[src/rtl/rotation_mem_bridge_if.sv]
// Port bundles for the rotation buffer bridge: the video-pipeline side
// (vidin write bursts, vidout read bursts) and the generic SDRAM-controller side.
interface rotation_vid_if;
  logic        vidin_req;
  logic        vidin_frame;
  logic [9:0]  vidin_row;
  logic [9:0]  vidin_col;
  logic [15:0] vidin_d;
  logic        vidin_ack;
  logic        vidout_req;
  logic        vidout_frame;
  logic [9:0]  vidout_row;
  logic [9:0]  vidout_col;
  logic [15:0] vidout_d;
  logic        vidout_ack;

  modport master (
    output vidin_req, vidin_frame, vidin_row, vidin_col, vidin_d,
    output vidout_req, vidout_frame, vidout_row, vidout_col,
    input  vidin_ack, vidout_d, vidout_ack
  );

  modport slave (
    input  vidin_req, vidin_frame, vidin_row, vidin_col, vidin_d,
    input  vidout_req, vidout_frame, vidout_row, vidout_col,
    output vidin_ack, vidout_d, vidout_ack
  );
endinterface

interface rotation_mem_if #(
  parameter int ADDR_WIDTH = 24
);
  logic                  mem_req;
  logic                  mem_we;
  logic [ADDR_WIDTH-1:0] mem_addr;
  logic [15:0]           mem_wdata;
  logic [15:0]           mem_rdata;
  logic                  mem_ack;

  modport master (
    output mem_req, mem_we, mem_addr, mem_wdata,
    input  mem_rdata, mem_ack
  );

  modport slave (
    input  mem_req, mem_we, mem_addr, mem_wdata,
    output mem_rdata, mem_ack
  );
endinterface

[src/rtl/rotation_mem_bridge.sv]
// Rotation buffer memory responder: turns vidin write bursts and vidout read
// bursts into single-word SDRAM-controller requests, alternating under contention.
module rotation_mem_bridge #(
  parameter int                    ADDR_WIDTH   = 24,
  parameter logic [ADDR_WIDTH-1:0] BASE_ADDR    = ADDR_WIDTH'(24'h000000),
  parameter logic [ADDR_WIDTH-1:0] FRAME_OFFSET = ADDR_WIDTH'(24'h080000),
  parameter int                    ROW_SHIFT    = 10,
  parameter int                    WR_BURST     = 16,
  parameter int                    RD_BURST     = 8
) (
  input  logic           clk_sys,
  input  logic           reset_n,
  rotation_vid_if.slave  vid,
  rotation_mem_if.master mem
);

  localparam int BEAT_MAX = (WR_BURST > RD_BURST) ? WR_BURST : RD_BURST;
  localparam int BEAT_W   = $clog2(BEAT_MAX) + 1;

  localparam logic [BEAT_W-1:0] WR_LAST    = BEAT_W'(WR_BURST);
  localparam logic [BEAT_W-1:0] RD_LAST_M1 = BEAT_W'(RD_BURST - 1);

  typedef enum logic [2:0] {
    S_IDLE,
    S_WR_LOAD,
    S_WR_ISSUE,
    S_WR_NEXT,
    S_RD_ISSUE,
    S_HOLD
  } state_t;

  state_t                r_state;
  logic [BEAT_W-1:0]     r_beat;
  logic                  r_last_wr;
  logic                  r_cur_wr;
  logic [ADDR_WIDTH-1:0] r_base;

  logic                  r_mem_req;
  logic                  r_mem_we;
  logic [ADDR_WIDTH-1:0] r_mem_addr;
  logic [15:0]           r_mem_wdata;
  logic                  r_vidin_ack;
  logic                  r_vidout_ack;
  logic [15:0]           r_vidout_d;

  logic                  w_grant_rd;
  logic                  w_grant_wr;
  logic                  w_ack;
  logic [BEAT_W-1:0]     w_beat_inc;
  logic [ADDR_WIDTH-1:0] w_wr_base;
  logic [ADDR_WIDTH-1:0] w_rd_base;

  function automatic logic [ADDR_WIDTH-1:0] f_base(
    input logic       frame,
    input logic [9:0] row,
    input logic [9:0] col
  );
    return BASE_ADDR + (frame ? FRAME_OFFSET : '0)
         + (ADDR_WIDTH'(row) << ROW_SHIFT) + ADDR_WIDTH'(col);
  endfunction

  assign w_wr_base  = f_base(vid.vidin_frame, vid.vidin_row, vid.vidin_col);
  assign w_rd_base  = f_base(vid.vidout_frame, vid.vidout_row, vid.vidout_col);
  assign w_beat_inc = r_beat + BEAT_W'(1);
  // A stray ack with no request outstanding must not advance a burst.
  assign w_ack      = mem.mem_ack & r_mem_req;

  always_comb begin
    w_grant_rd = 1'b0;
    w_grant_wr = 1'b0;
    if (vid.vidin_req && vid.vidout_req) begin
      w_grant_rd = r_last_wr;
      w_grant_wr = ~r_last_wr;
    end else begin
      w_grant_rd = vid.vidout_req;
      w_grant_wr = vid.vidin_req;
    end
  end

  always_ff @(posedge clk_sys or negedge reset_n) begin
    if (!reset_n) begin
      r_state      <= S_IDLE;
      r_beat       <= '0;
      r_last_wr    <= 1'b1;
      r_cur_wr     <= 1'b0;
      r_base       <= '0;
      r_mem_req    <= 1'b0;
      r_mem_we     <= 1'b0;
      r_mem_addr   <= '0;
      r_mem_wdata  <= '0;
      r_vidin_ack  <= 1'b0;
      r_vidout_ack <= 1'b0;
      r_vidout_d   <= '0;
    end else begin
      r_vidin_ack  <= 1'b0;
      r_vidout_ack <= 1'b0;
      case (r_state)
        S_IDLE: begin
          r_beat <= '0;
          if (w_grant_rd) begin
            r_cur_wr   <= 1'b0;
            r_base     <= w_rd_base;
            r_mem_addr <= w_rd_base;
            r_mem_we   <= 1'b0;
            r_mem_req  <= 1'b1;
            r_state    <= S_RD_ISSUE;
          end else if (w_grant_wr) begin
            r_cur_wr <= 1'b1;
            r_base   <= w_wr_base;
            r_state  <= S_WR_LOAD;
          end
        end

        S_WR_LOAD: begin
          r_mem_wdata <= vid.vidin_d;
          r_mem_addr  <= r_base + ADDR_WIDTH'(r_beat);
          r_mem_we    <= 1'b1;
          r_mem_req   <= 1'b1;
          r_state     <= S_WR_ISSUE;
        end

        S_WR_ISSUE: begin
          if (w_ack) begin
            r_mem_req   <= 1'b0;
            r_vidin_ack <= 1'b1;
            r_beat      <= w_beat_inc;
            r_state     <= S_WR_NEXT;
          end
        end

        S_WR_NEXT: begin
          if (r_beat == WR_LAST || !vid.vidin_req) begin
            r_state <= S_HOLD;
          end else begin
            r_state <= S_WR_LOAD;
          end
        end

        // Reads stream back-to-back: the next address follows each ack with req held.
        S_RD_ISSUE: begin
          if (w_ack) begin
            r_vidout_d   <= mem.mem_rdata;
            r_vidout_ack <= 1'b1;
            r_beat       <= w_beat_inc;
            if (r_beat == RD_LAST_M1 || !vid.vidout_req) begin
              r_mem_req <= 1'b0;
              r_state   <= S_HOLD;
            end else begin
              r_mem_addr <= r_base + ADDR_WIDTH'(w_beat_inc);
            end
          end
        end

        S_HOLD: begin
          r_beat    <= '0;
          r_mem_we  <= 1'b0;
          r_last_wr <= r_cur_wr;
          r_state   <= S_IDLE;
        end

        default: r_state <= S_IDLE;
      endcase
    end
  end

  assign mem.mem_req    = r_mem_req;
  assign mem.mem_we     = r_mem_we;
  assign mem.mem_addr   = r_mem_addr;
  assign mem.mem_wdata  = r_mem_wdata;
  assign vid.vidin_ack  = r_vidin_ack;
  assign vid.vidout_ack = r_vidout_ack;
  assign vid.vidout_d   = r_vidout_d;

endmodule

[src/flat_wrapper.sv]
// flat-port wrapper written by rule: the top's interface ports become plain ports
module rotation_mem_bridge_flat 
#(
  parameter int                    ADDR_WIDTH   = 24,
  parameter logic [ADDR_WIDTH-1:0] BASE_ADDR    = ADDR_WIDTH'(24'h000000),
  parameter logic [ADDR_WIDTH-1:0] FRAME_OFFSET = ADDR_WIDTH'(24'h080000),
  parameter int                    ROW_SHIFT    = 10,
  parameter int                    WR_BURST     = 16,
  parameter int                    RD_BURST     = 8
)
  (clk_sys, reset_n, vid_vidin_req, vid_vidin_frame, vid_vidin_row, vid_vidin_col, vid_vidin_d, vid_vidout_req, vid_vidout_frame, vid_vidout_row, vid_vidout_col, vid_vidin_ack, vid_vidout_d, vid_vidout_ack, mem_mem_req, mem_mem_we, mem_mem_addr, mem_mem_wdata, mem_mem_rdata, mem_mem_ack);
  rotation_vid_if vid_i ();
  rotation_mem_if #(.ADDR_WIDTH(ADDR_WIDTH)) mem_i ();
  input  logic clk_sys;
  input  logic reset_n;
  input wire logic [$bits(vid_i.vidin_req)-1:0] vid_vidin_req;
  input wire logic [$bits(vid_i.vidin_frame)-1:0] vid_vidin_frame;
  input wire logic [$bits(vid_i.vidin_row)-1:0] vid_vidin_row;
  input wire logic [$bits(vid_i.vidin_col)-1:0] vid_vidin_col;
  input wire logic [$bits(vid_i.vidin_d)-1:0] vid_vidin_d;
  input wire logic [$bits(vid_i.vidout_req)-1:0] vid_vidout_req;
  input wire logic [$bits(vid_i.vidout_frame)-1:0] vid_vidout_frame;
  input wire logic [$bits(vid_i.vidout_row)-1:0] vid_vidout_row;
  input wire logic [$bits(vid_i.vidout_col)-1:0] vid_vidout_col;
  output wire logic [$bits(vid_i.vidin_ack)-1:0] vid_vidin_ack;
  output wire logic [$bits(vid_i.vidout_d)-1:0] vid_vidout_d;
  output wire logic [$bits(vid_i.vidout_ack)-1:0] vid_vidout_ack;
  output wire logic [$bits(mem_i.mem_req)-1:0] mem_mem_req;
  output wire logic [$bits(mem_i.mem_we)-1:0] mem_mem_we;
  output wire logic [$bits(mem_i.mem_addr)-1:0] mem_mem_addr;
  output wire logic [$bits(mem_i.mem_wdata)-1:0] mem_mem_wdata;
  input wire logic [$bits(mem_i.mem_rdata)-1:0] mem_mem_rdata;
  input wire logic [$bits(mem_i.mem_ack)-1:0] mem_mem_ack;
  assign vid_i.vidin_req = vid_vidin_req;
  assign vid_i.vidin_frame = vid_vidin_frame;
  assign vid_i.vidin_row = vid_vidin_row;
  assign vid_i.vidin_col = vid_vidin_col;
  assign vid_i.vidin_d = vid_vidin_d;
  assign vid_i.vidout_req = vid_vidout_req;
  assign vid_i.vidout_frame = vid_vidout_frame;
  assign vid_i.vidout_row = vid_vidout_row;
  assign vid_i.vidout_col = vid_vidout_col;
  assign vid_vidin_ack = vid_i.vidin_ack;
  assign vid_vidout_d = vid_i.vidout_d;
  assign vid_vidout_ack = vid_i.vidout_ack;
  assign mem_mem_req = mem_i.mem_req;
  assign mem_mem_we = mem_i.mem_we;
  assign mem_mem_addr = mem_i.mem_addr;
  assign mem_mem_wdata = mem_i.mem_wdata;
  assign mem_i.mem_rdata = mem_mem_rdata;
  assign mem_i.mem_ack = mem_mem_ack;
  rotation_mem_bridge #(.ADDR_WIDTH(ADDR_WIDTH), .BASE_ADDR(BASE_ADDR), .FRAME_OFFSET(FRAME_OFFSET), .ROW_SHIFT(ROW_SHIFT), .WR_BURST(WR_BURST), .RD_BURST(RD_BURST)) u_core (.clk_sys(clk_sys), .reset_n(reset_n), .vid(vid_i), .mem(mem_i));
endmodule
[config.mk]
export PLATFORM = sky130hd
export DESIGN_NAME = rotation_mem_bridge_flat
export DESIGN_NICKNAME = d
export VERILOG_FILES = /design/src/rtl/rotation_mem_bridge_if.sv /design/src/rtl/rotation_mem_bridge.sv /design/src/flat_wrapper.sv
export SDC_FILE = /design/constraint.sdc
export NUM_CORES = 1
export LEC_CHECK = 0
export CORE_ASPECT_RATIO = 2
export CORE_MARGIN = 1.5
export CORE_UTILIZATION = 48
export CTS_CLUSTER_DIAMETER = 100
export CTS_CLUSTER_SIZE = 28
export DETAILED_ROUTE_END_ITERATION = 16
export GPL_ROUTABILITY_DRIVEN = 1
export GPL_TIMING_DRIVEN = 0
export HOLD_SLACK_MARGIN = 0.1
export PLACE_DENSITY = 0.81
export SLEW_MARGIN = 0
export SYNTH_ARGS = -nofsm -noshare
export SYNTH_HDL_FRONTEND = slang
export SYNTH_SLANG_ARGS = --single-unit
[constraint.sdc]
create_clock -name clk_sys -period 2.95 [get_ports clk_sys]
set_input_delay 0.59 -clock clk_sys [delete_from_list [all_inputs] [get_ports clk_sys]]
set_output_delay 0.59 -clock clk_sys [all_outputs]
set_load 0.05 [all_outputs]
==> results of run 1 <==
## metrics by stage
stage | setup TNS [ns] | instances | hold slack [ns]
after global routing | -0.00101 | 770 | 0.173
after detailed placement | -0.0428 | 755 | 0.470
final | 0 | 770 | 0.151
after CTS | 0 | 771 | 0.155
after global placement | -169.13 | 754 | 0.465
after floorplan | 0 | 486 | 0.294
## flip-flops by register name (all words and copies together), names as in the netlist
name and flops:
u_core.mem.mem_addr 22, u_core.mem.mem_req 1, u_core.mem.mem_wdata 16, u_core.mem.mem_we 1
u_core.r_base 21, u_core.r_beat 5, u_core.r_cur_wr 1, u_core.r_last_wr 1
u_core.r_state 3, u_core.vid.vidin_ack 1, u_core.vid.vidout_ack 1, u_core.vid.vidout_d 16
## worst max-delay path, cell delays in order, from the launching register on
cell,delay [ns]
dfrtp_1,0.39
nor2_1,0.36
nand2_1,0.21
nor2_1,0.20
xor2_1,0.20
ha_1,0.32
a21oi_2,0.25
nand2_2,0.17
or3_2,0.47
nand3_1,0.09
a21oi_1,0.06
## kinds of logic (layout without fill, tap and decap cells)
family,after synthesis,in the layout,synth area share
AND/OR/NAND/NOR,175,175,0.165
AO/OA/AOI/OAI,112,112,0.167
flip-flops,89,89,0.470
buffers and inverters,43,195,0.0494
multiplexers,34,34,0.0808
XOR/XNOR,21,21,0.0388
adder cells (fa/ha/maj),10,10,0.0280
other,1,2,0.000792
## cell usage in the layout (no fill, tap or decap), types with 12 or more instances in the layout
master,count
mux2_2,30
a31oi_1,26
buf_2,15
dfrtp_1,87
o211ai_1,12
nand2_1,78
nor2_1,50
xor2_1,15
a21oi_1,21
clkdlybuf4s50_1,135
nand3_1,19
## worst max path at each step
stage                                  start                                   to  cells past startpoint
6_report       u_core.r_state[0]$_DFFE_PN0P_   u_core.mem.mem_addr[5]$_DFFE_PN0P_                     10
5_1_grt        u_core.r_state[0]$_DFFE_PN0P_  u_core.mem.mem_addr[17]$_DFFE_PN0P_                     10
4_1_cts         u_core.r_beat[0]$_DFFE_PN0P_  u_core.mem.mem_addr[21]$_DFFE_PN0P_                     10
3_5_place_dp   u_core.r_state[2]$_DFFE_PN0P_  u_core.mem.mem_addr[21]$_DFFE_PN0P_                     10
3_3_place_gp                         reset_n  u_core.vid.vidout_d[15]$_DFFE_PN0P_                      1
2_1_floorplan   u_core.r_beat[0]$_DFFE_PN0P_   u_core.mem.mem_addr[5]$_DFFE_PN0P_                     11
## metal layers
metal	share of wire	GRT usage	vias to the layer above
li1	-	-	2006
met1	0.34	0.282	2104
met2	0.57	0.524	216
met3	0.046	0.0477	59
met4	0.047	0.157	0
met5	0	0	-
## what timing repair did
item | 4_1_cts | 5_1_grt
resized for setup | 1 | 6
pin swaps | 0 | 1
setup endpoints to repair | 1 | 14
## area by class of cell
cell class	count	area, um^2
clock buffer	10	229
multi-input combinational	354	2280
sequential	89	2230
inverter	7	26.3
clock inverter	6	96.3
tap	132	165
fill	741	3010
buffer	35	206
timing repair buffer	137	1390
## power by group
part           switching, uW  internal [uW]
clock network            506            755
registers                422           1830
logic                   3300           1950
total                   4230           4540
==> summary.txt, run 1 <==
Power
  – Worst VDD drop: between 0.8 and 0.9 mV
  – P per Cell Area: 1320 nW/um^2
  – Design Power: 8770 uW
  – Leak: between 0.002 and 0.003 uW

STA
  – Final setup viols: 0
  – Final count of pins violating max slew: 0
  – Fmax achieved: between 300 and 400 MHz
  – Max_slew headroom: 0.581
  – Crit path time final: roughly 2.8 ns
  – Final Hold Vio Count: 0
  – Final Worst Setup Slack: 0.106 ns
  – Slew at the pin closest to its max-slew limit: 0.629 ns
  – Tcrit/Tclk final: 0.964
  – Clk_skew: 0.00600 ns

Route
  – Pre-antenna DRT Iters: 4
  – Antenna-violating nets left: 0
  – Total number of vias: approximately 4.4k
  – Violation count after the first detailed-route iteration: 344
  – DRT Wirelength: 14.2 mm
  – Routed len/inst: 18.5 um
  – Vias/cell: between 5 and 6
  – # DRC: 0

Synth
  – EDFF count, synth: 0
  – Count leader, synth: dfrtp_1
  – Most frequent cells after synthesis: 88 x dfrtp_1, 79 x nand2_1, 50 x nor2_1
  – Post-synth top area share: 0.465
  – Cell area after synthesis: 4740 um^2
  – Sequential area share after synthesis: 0.470
  – Cell taking the most area after synthesis: dfrtp_1
  – Synthesized instance count: 485
  – Synthesis Warnings: 0
  – Dominant synthesized flop cell: dfrtp_1
  – Yosys reg bits: 89
  – Top cells by area, synth: dfrtp_1 46%, mux2_2 7.1%, nand2_1 6.3%
  – Count of cell types in the netlist: 61
  – Synthesized area per cell: 9.77 um^2
  – Post-synth ARST share: 1.00

Worst setup path
  – CP max FO: 9
  – Crit path required time: ~3.2 ns
  – Critical path class: flop to flop
  – Startpoint types: flop
  – CP Data Arrival Time: 3.08 ns
  – Reg2reg path depth: 10
  – Flop2flop setup slack: 0.11 ns
  – CP Capture Type: flop
  – R2r endpoint: u_core.mem.mem_addr[5]$_DFFE_PN0P_
  – Reg2Reg Launch Point: u_core.r_state[0]$_DFFE_PN0P_

Floorplanning
  – Core area: 9640 um^2
  – DIE AREA: between 10,000 and 15,000 um^2
  – Row cnt: 51
  – Die W: 73.2 um
  – Initial Util: 0.492
  – # IOs: 139
  – Die H: 143 um

Clock network
  – Htree depth: 3
  – Clock Latency Late Sink: 0.35 ns
  – Cts bufs inserted: 9
  – Clock Path Buffers: 2
  – Clock transition at the registers of the reported paths: 0.07 ns
  – Clock root buffer: clkbuf_16
  – Postcts setup bufs: 0
  – Hold_buf cts: 0
  – CTS sink cnt: about 90
  – CTS tree: done

Layout
  – Final core area utilization: 0.687
  – Final Cell Area: 6620 um^2
  – Antenna Cells: 0
  – Layout area overhead: 39.8%
  – Layout cells sized above 1: 0.143
  – Final Net Count: 722

Placement
  – Final GP Congestion: 0.942
  – DP Wirelength: 10.8 mm
  – Dpl ws: -0.0393 ns
  – Port-buffer cells: 136
  – Placed cell area: 6290 um^2

Global routing
  – GRT overflow: 0
  – Initial antenna violation count: 0
  – First-pass GRT wire length: 22.3 mm
  – GRT Total Usage: 0.281
  – Vias in the first global route: 4,545
  – Largest net degree at the start of global routing: 66

Run
  – Maxcap violations: 0

Run status
  – Status: completed

Min path
  – HP Class: input port to asynchronous set/reset pin
No activity file was read; power rests on OpenSTA's default activity.
==> run 2, diff against run 1 <==
--- a/config.mk
+++ b/config.mk
@@ -6,7 +6,6 @@
 export NUM_CORES = 1
 export LEC_CHECK = 0
 export CORE_ASPECT_RATIO = 2
-export CORE_MARGIN = 1.5
 export CORE_UTILIZATION = 48
 export CTS_CLUSTER_DIAMETER = 100
 export CTS_CLUSTER_SIZE = 28
==> summary.txt, run 2 (synthesis results as in run 1) <==
Floorplanning
  – Core area: 9640 um^2
  – Die H: 142 um
  – Initial Util: 0.492
  – DIE AREA: 10,300 um^2
  – # IOs: ~140
  – Row cnt: 51
  – Die W: 72.2 um

STA
  – Final Worst Setup Slack: 0.155 ns
  – Final count of pins violating max slew: 0
  – Max_slew headroom: 0.576
  – Crit path time final: ~2.8 ns
  – Clk_skew: around 0.0079 ns
  – Final setup viols: 0
  – Fmax achieved: 358 MHz
  – Tcrit/Tclk final: 0.947
  – Slew at the pin closest to its max-slew limit: 0.636 ns
  – Final Hold Vio Count: 0
  – RSZ-0062 raised after global routing: false
  – Final hold slack: ~0.12 ns

Worst setup path
  – Worst path cell trace: clkbuf_2 > inv_1 > ha_1 > mux2_2 > ha_1 > a21o_1 > and4_2 > o211ai_1 > xor2_1 > o211ai_1
  – CP delay by family, top: adder cells
  – CP Data Arrival Time: 3.01 ns
  – Stages on worst setup path: 10
  – Startpoint types: flop
  – Worst path slowest cell: dfrtp_1
  – CP Capture Type: flop
  – CP Capture Point: u_core.mem.mem_addr[13]$_DFFE_PN0P_
  – Reg2Reg Launch Point: u_core.r_beat[0]$_DFFE_PN0P_
  – Critical path class: flop to flop
  – R2r endpoint: u_core.mem.mem_addr[13]$_DFFE_PN0P_
  – CP max FO: 9
  – Worst Setup SP: u_core.r_beat[0]$_DFFE_PN0P_
  – Crit path required time: 3.17 ns
  – Bufs and invs on worst path: 2
  – Reg2reg path depth: 10
  – Max incr delay on CP: 0.35 ns
  – Flop2flop setup slack: 0.16 ns

Layout
  – Most common cell after layout, fill and taps aside: clkdlybuf4s50_1
  – Antenna Cells: 0
  – Non-Filler Instances: 770
  – Final core area utilization: 0.688
  – Largest register FFs: 22
  – Commonest cells after routing, fill and taps aside: 135 x clkdlybuf4s50_1, 87 x dfrtp_1, 78 x nand2_1
  – Layout area overhead: 39.9%
  – Final Net Count: just over 700
  – Layout cells sized above 1: 0.146

Global routing
  – First-pass GRT wire length: 22.3 mm
  – Largest net degree at the start of global routing: 71
  – Vias in the first global route: between 4k and 5k
  – GRT Total Usage: 0.288
  – Initial antenna violation count: 0
  – GRT overflow: 0

Clock network
  – CTS sink cnt: 89
  – Clock Path Buffers: 2
  – Clock transition at the registers of the reported paths: 0.07 ns
  – Cts bufs inserted: 9
  – Clock root buffer: clkbuf_16
  – Hold_buf cts: 0
  – Htree depth: 3
  – Clock Latency Late Sink: 0.35 ns
  – Postcts setup bufs: 0
  – CTS tree: done

Route
  – Pre-antenna DRT Iters: 5
  – # DRC: 0
  – Antenna-violating nets left: 0
  – Vias/cell: around 5.8
  – DRT Wirelength: between 10 and 15 mm
  – Violation count after the first detailed-route iteration: 317
  – Routed len/inst: 18.1 um
  – Total number of vias: 4,443

Run
  – Maxcap violations: 0

Placement
  – DP Wirelength: 10.5 mm
  – Port-buffer cells: 136
  – Dpl ws: -0.0779 ns
  – Final GP Congestion: 0.919
  – Inst Count DP: about 760

Run status
  – Status: completed

Power
  – Leak: 0.00275 uW
  – Worst VDD drop: 0.799 mV
  – P per Cell Area: 1320 nW/um^2

Min path
  – HP Class: input port to asynchronous set/reset pin
run 2: changes by cell type in the layout (fill, tap and decap cells not counted), sizes merged:
cell | previous run | this run
bufinv | 2 | 1
clkbuf | 23 | 22
clkinv | 0 | 3
clkinvlp | 1 | 0
run 2: worst min-delay path by stage:
stage	from	end	slack, ns	cells after the start
6_report	reset_n	u_core.mem.mem_addr[18]$_DFFE_PN0P_	0.12	1
5_1_grt	reset_n	u_core.mem.mem_addr[18]$_DFFE_PN0P_	0.14	1
4_1_cts	reset_n	u_core.mem.mem_addr[18]$_DFFE_PN0P_	0.13	1
3_5_place_dp	u_core.mem.mem_addr[10]$_DFFE_PN0P_	u_core.mem.mem_addr[10]$_DFFE_PN0P_	0.48	2
3_3_place_gp	u_core.mem.mem_addr[10]$_DFFE_PN0P_	u_core.mem.mem_addr[10]$_DFFE_PN0P_	0.46	2
2_1_floorplan	reset_n	u_core.mem.mem_addr[0]$_DFFE_PN0P_	0.29	0
run 2: cell type report:
cell class / count / area, um^2
Clock inverter: 7 / 100
Sequential cell: 89 / 2230
Tap cell: 132 / 165
Buffer: 35 / 206
Timing Repair Buffer: 137 / 1390
Fill cell: 737 / 3010
Multi-Input combinational cell: 354 / 2290
Clock buffer: 9 / 225
Inverter: 7 / 26.3
run 2: worst register-to-register path, cell delays in order, from the launching register on:
cell and delay (ns):
dfrtp_1 0.35, clkbuf_2 0.20, inv_1 0.08, ha_1 0.34, mux2_2 0.31, ha_1 0.28, a21o_1 0.17, and4_2 0.30
o211ai_1 0.34, xor2_1 0.19, o211ai_1 0.10
run 2: metal layers:
metal,vias to the layer above,part of all wire,GRT usage
li1,2009,-,-
met1,2170,0.33,0.281
met2,202,0.57,0.532
met3,62,0.044,0.0489
met4,0,0.056,0.193
met5,-,0,0
run 2: repair_timing:
| item | CTS | global route |
|---|---|---|
| endpoints found under the setup margin | 5 | 12 |
| pin swaps | 0 | 1 |
| resized for setup | 0 | 9 |
run 2: report_power, final:
| part | switching (uW) | leakage [uW] | internal [uW] |
|---|---|---|---|
| logic | 3290 | 0.00155 | 1950 |
| clock network | 545 | 0.000158 | 685 |
| registers | 427 | 0.00105 | 1830 |
run 2: metrics by stage:
stage	TNS (ns)	area (um^2)	total power, uW
3_3_place_gp	-168.16	6270	7290
4_1_cts	0	6610	8700
2_1_floorplan	0	4740	5820
3_5_place_dp	-0.119	6290	7440
6_report	0	6630	8730
5_1_grt	0	6630	9180
==> run 3, diff against run 2 <==
--- a/config.mk
+++ b/config.mk
@@ -8,7 +8,7 @@
 export CORE_ASPECT_RATIO = 2
 export CORE_UTILIZATION = 48
 export CTS_CLUSTER_DIAMETER = 100
-export CTS_CLUSTER_SIZE = 28
+export CTS_CLUSTER_SIZE = 14
 export DETAILED_ROUTE_END_ITERATION = 16
 export GPL_ROUTABILITY_DRIVEN = 1
 export GPL_TIMING_DRIVEN = 0
==> results of run 3 <==
No change in the layout: final DEF, timing and power equal those of run 2.
